$ cat src/rtl/oarb.sv
// Output-port arbiter and flit forwarder. One instance sits on each switch
// output. It grants one requesting input round-robin, returns a one-hot ack
// and forwards that input's flits until the tail passes.
module oarb (
  input  logic        clk,
  input  logic        rst,
  input  logic [3:0]  req,
  input  logic [39:0] pkti,
  output logic [3:0]  ack,
  output logic [9:0]  pkto,
  output logic [1:0]  gnt,
  output logic        busy
);

  typedef enum logic {
    StIdle,
    StGrant
  } state_e;

  localparam logic [1:0] FlitTail = 2'b11;

  state_e     r_state, w_state_nxt;
  logic [3:0] r_ack, w_ack_nxt;
  logic [9:0] r_pkto, w_pkto_nxt;
  logic [1:0] r_gnt, w_gnt_nxt;
  logic [1:0] r_ptr, w_ptr_nxt;
  logic       r_busy, w_busy_nxt;

  logic [7:0] w_req2;
  logic [3:0] w_rot;
  logic [1:0] w_off;
  logic [1:0] w_sel;
  logic [9:0] w_flit;

  assign w_req2 = {req, req};
  // Bit k of w_rot is req[(ptr + k) mod 4], so the lowest set bit is the winner.
  assign w_rot  = w_req2[r_ptr +: 4];

  // Priority-encode the rotated request vector and map back to a port index.
  always_comb begin
    w_off = 2'd3;
    if (w_rot[0])      w_off = 2'd0;
    else if (w_rot[1]) w_off = 2'd1;
    else if (w_rot[2]) w_off = 2'd2;
    w_sel = r_ptr + w_off;
  end

  // Mux the currently granted input's flit.
  always_comb begin
    w_flit = pkti[9:0];
    unique case (r_gnt)
      2'd0: w_flit = pkti[9:0];
      2'd1: w_flit = pkti[19:10];
      2'd2: w_flit = pkti[29:20];
      2'd3: w_flit = pkti[39:30];
      default: w_flit = pkti[9:0];
    endcase
  end

  // Next-state and registered-output logic for the arbitration FSM.
  always_comb begin
    w_state_nxt = r_state;
    w_ack_nxt   = r_ack;
    w_pkto_nxt  = r_pkto;
    w_gnt_nxt   = r_gnt;
    w_ptr_nxt   = r_ptr;
    w_busy_nxt  = r_busy;
    unique case (r_state)
      StIdle: begin
        w_pkto_nxt = 10'd0;
        if (req != 4'b0000) begin
          w_gnt_nxt   = w_sel;
          w_ack_nxt   = 4'b0001 << w_sel;
          w_busy_nxt  = 1'b1;
          w_state_nxt = StGrant;
        end
      end
      StGrant: begin
        // Forward verbatim, bubbles and stray heads included.
        w_pkto_nxt = w_flit;
        if (w_flit[9:8] == FlitTail) begin
          w_ack_nxt   = 4'b0000;
          w_busy_nxt  = 1'b0;
          w_ptr_nxt   = r_gnt + 2'd1;
          w_state_nxt = StIdle;
        end
      end
      default: w_state_nxt = StIdle;
    endcase
  end

  // State register; reset drops any packet in flight without a tail.
  always_ff @(posedge clk or negedge rst) begin
    if (!rst) begin
      r_state <= StIdle;
      r_ack   <= 4'b0000;
      r_pkto  <= 10'd0;
      r_gnt   <= 2'd0;
      r_ptr   <= 2'd0;
      r_busy  <= 1'b0;
    end else begin
      r_state <= w_state_nxt;
      r_ack   <= w_ack_nxt;
      r_pkto  <= w_pkto_nxt;
      r_gnt   <= w_gnt_nxt;
      r_ptr   <= w_ptr_nxt;
      r_busy  <= w_busy_nxt;
    end
  end

  assign ack  = r_ack;
  assign pkto = r_pkto;
  assign gnt  = r_gnt;
  assign busy = r_busy;

endmodule

$ cat config.mk
export PLATFORM = sky130hd
export DESIGN_NAME = oarb
export DESIGN_NICKNAME = d
export VERILOG_FILES = /design/src/rtl/oarb.sv
export SDC_FILE = /design/constraint.sdc
export NUM_CORES = 1
export LEC_CHECK = 0
export BUFFER_PORTS_ARGS = -buffer_cell sky130_fd_sc_hd__buf_2
export CORE_MARGIN = 2
export CORE_UTILIZATION = 44
export CTS_CLUSTER_DIAMETER = 60
export DETAILED_ROUTE_END_ITERATION = 12
export PLACE_DENSITY = 0.75
export SYNTH_ARGS = -nofsm -noshare
export SYNTH_HDL_FRONTEND = slang
export SYNTH_SLANG_ARGS = --single-unit
$ cat constraint.sdc
create_clock -name clk -period 2.7 [get_ports clk]
set_input_delay 0.135 -clock clk [delete_from_list [all_inputs] [get_ports clk]]
set_output_delay 0.135 -clock clk [all_outputs]
set_load 0.02 [all_outputs]
==> implementation parameters <==
Parameter                              Value

Synthesis
  Share of synthesized registers carrying an async set or reset ... between 90% and 100%
  Post-synthesis instance area ... about 1100 µm²
  Synth warn ... 0
  Dominant register cell in the synthesized netlist ... dfrtp_1
  Count of flip-flops with a built-in enable after synthesis ... 0
  Avg Synthesized Cell Area ... 9.59 µm²
  Number of cells produced by synthesis ... between 100 and 150
  Number of synthesized register bits ... 20
  Number of distinct library cells after synthesis ... 31
  Proportion of synthesized chip area in sequential cells ... 43.9%
  Post-Synthesis Net Count ... between 150 and 200

Floorplanning
  Die H ... between 50 and 60 µm
  Overall die area ... about 3000 µm²
  Number of rows created at floorplan ... 18
  Width of the die ... ~55 µm
  Initial Util ... between 40% and 50%
  Number of I/O pins ... between 60 and 70
  Std-Cell Core Area ... roughly 2500 µm²

STA
  Total setup violations reported at the end of the flow ... 0
  Count of endpoints failing hold in the final timing report ... 0
  Sum Neg Setup Slack ... 0 ps
  Unrepaired setup endpoints after global routing ... no
  Worst Hold Margin ... around 83 ps
  Final slew viol count ... 0
  Fin Clk Skew ... between 2 and 2.5 ps
  FMAX ... between 400 and 500 MHz
  Final period utilization ... between 70% and 80%
  Clock period minus worst slack ... between 2000 and 2500 ps
  Transition time at the pin with the least slew margin ... 645 ps
  Worst relative slew slack ... a little under three fifths

Routing
  WL/cell ... approximately 13 µm
  Total length of routed wires ... 2630 µm
  Number of antenna-violating nets in the routed design ... 0
  Total number of vias ... around 1100
  Number of DRC violations after detailed-routing iteration 0 ... between 50 and 60
  Vias per cell ... between 5 and 6
  Total iterations of the first detailed-routing run ... 4
  Number of remaining DRC errors ... 0

Layout
  Synth-to-layout area growth ... 31.7%
  Final Core Density ... between 60% and 70%
  # diodes ... 0
  Most common library cell in the layout ignoring fill and taps ... buf_2
  Filler Cells Inserted ... 224
  Commonest cells after routing, fill and taps aside ... buf_2, nor2_1, dfrtp_1, a21oi_1, a222oi_1
  Post-layout instance area ... between 1500 and 2000 µm²
  Share of layout cells above drive strength 1 ... 42.1%
  Net total in the final layout ... 230

Worst setup path
  Register-to-register setup slack ... a little over 600 ps
  Data required time of the worst path ... a little under 3000 ps
  Worst setup path class ... flip-flop to flip-flop
  Worst reg2reg startpoint ... r_ptr[0]
  Arrival time at the worst endpoint ... around 2300 ps
  Worst Path Max Fanout ... 10
  Logic depth of the worst register-to-register path ... 7
  Reg2reg end ... gnt[1]
  Type of destination of the critical path ... flip-flop
  Startpoint class of the critical path ... flip-flop

Worst hold path
  Hold Path Stages ... 3
  Worst hold path endpoint ... pkto[3]
  Path class of the lowest-slack min-delay path ... input pin to flip-flop
  Hold path start ... pkti[3]

Global route
  Number of antenna violations at the first check in global routing ... 0
  Vias in the first global route ... just over 900
  Total Routing Usage GR ... a little under a fifth
  Global-route congestion overflow total ... 0
  Maximum number of pins on one net before global-route repair ... 23
  First-pass GRT wire length ... between 3000 and 4000 µm

Clock tree
  TritonCTS Buffers ... 3
  Clock-pin transition on the worst setup and hold timing paths ... around 110 ps
  H-tree Lvls ... 1
  Maximum root-to-sink buffer count ... 2
  Clock sink count ... 20
  Clock tree from TritonCTS ... done
  Root Buffer Master ... clkbuf_4
  PostCTS Resize Cnt ... 0
  Clock latency of the later-clocked register in the worst-skew pair ... 290 ps

Power and ir drop
  Power spent charging and discharging nets ... 731 µW
  Combinational share of power ... 55.0%
  Pleak ... around 0.00078 µW
  Internal power ... 941 µW
  Max IR drop VDD ... ~0.00073 V
  Total power density per cell area ... around 1100 nW/µm²
  Clock network fraction of design power ... 14.3%
  Net switching fraction of the power ... 43.7%
  Sequential fraction of design power ... ~30%

Placement
  Cell area after placement ... 1440 µm²
  Dpl hpwl ... 2170 µm
  Routability cong. ... around 0.75
  Number of I/O port buffers ... slightly above 60

Run
  Max-cap violations ... 0

Run status
  Result of the run ... completed
power groups by stage:
stage	registers, µW	logic [µW]	clock network, µW
finish	513	920	240
global placement	510	899	0
detailed placement	521	918	0
floorplan	630	587	0
global route	531	1020	261
CTS	514	922	248
per-layer routing:
metal	track usage (%)	routed length [µm]	share of wire [%]	vias to the layer above
li1	-	-	-	560
met1	26.9	1180	45	505
met2	26.6	1240	47	59
met3	2.42	196	7.4	2
met4	7.32	19	0.72	0
met5	0	0	0	-
sequential cells by signal, summed over array words and instances, names as in the netlist:
signal,flops
busy,1
r_ptr,2
gnt,2
ack,4
pkto,10
r_state,1
layout make-up:
cell class                      instances  area, µm²  share of cell area (%)
Tap cell                               30       37.5                    2.50
Inverter                                3       11.3                   0.749
Clock buffer                            3       22.5                    1.50
Timing Repair Buffer                   63        320                    21.3
Clock inverter                          1       30.0                    2.00
Sequential cell                        20        500                    33.3
Multi-Input combinational cell         88        581                    38.6
cell families (layout without fill, tap and decap cells):
kind of cell             count (synthesis)  after routing  share of synthesized area, %
AO/OA/AOI/OAI                           35             35                          22.6
multiplexers                             4              4                          4.28
adder cells (fa/ha/maj)                  5              5                          5.48
flip-flops                              20             20                          43.9
buffers and inverters                   11             70                          5.26
AND/OR/NAND/NOR                         44             44                          18.5
worst max-delay path by stage:
stage                     depth (start not counted)  slack [ps]  startpoint       end
after floorplan                                   6         730      gnt[1]  r_ptr[1]
after global placement                            6         690      gnt[0]    ack[3]
after detailed placement                          7         640    r_ptr[0]    ack[1]
after CTS                                         7         620    r_ptr[0]    gnt[1]
after global routing                              8         450    r_ptr[0]    gnt[1]
final                                             7         620    r_ptr[0]    gnt[1]
repair_timing:
item,CTS,global route
buffers inserted,0,0
hold endpoints to repair,20,0
hold buffers,1,0
metrics by stage:
step,cells,setup slack [ps],power (µW)
floorplan,119,728,1220
global placement,203,687,1410
detailed placement,203,638,1440
CTS,208,617,1680
global route,208,450,1820
finish,208,616,1670
worst max-delay path: stages, from the launching register on:
cell	delay [ps]
dfrtp_1	500
and3b_2	250
o21ai_0	150
o211ai_1	120
ha_1	230
or4_4	490
nand4_2	140
mux2_2	160
synth_stat cells, types with 2 or more instances:
cell type | instances | area (µm²)
nor2_1 | 25 | 93.8
dfrtp_1 | 20 | 500
a21oi_1 | 11 | 55.1
a222oi_1 | 10 | 100
o21ai_0 | 7 | 35.0
nand2_1 | 6 | 22.5
ha_1 | 5 | 62.6
clkbuf_1 | 4 | 15.0
buf_4 | 3 | 22.5
inv_1 | 3 | 11.3
mux2_2 | 3 | 33.8
nand3_1 | 2 | 10.0
nor2b_1 | 2 | 12.5
(Power assumes the default switching activity.)
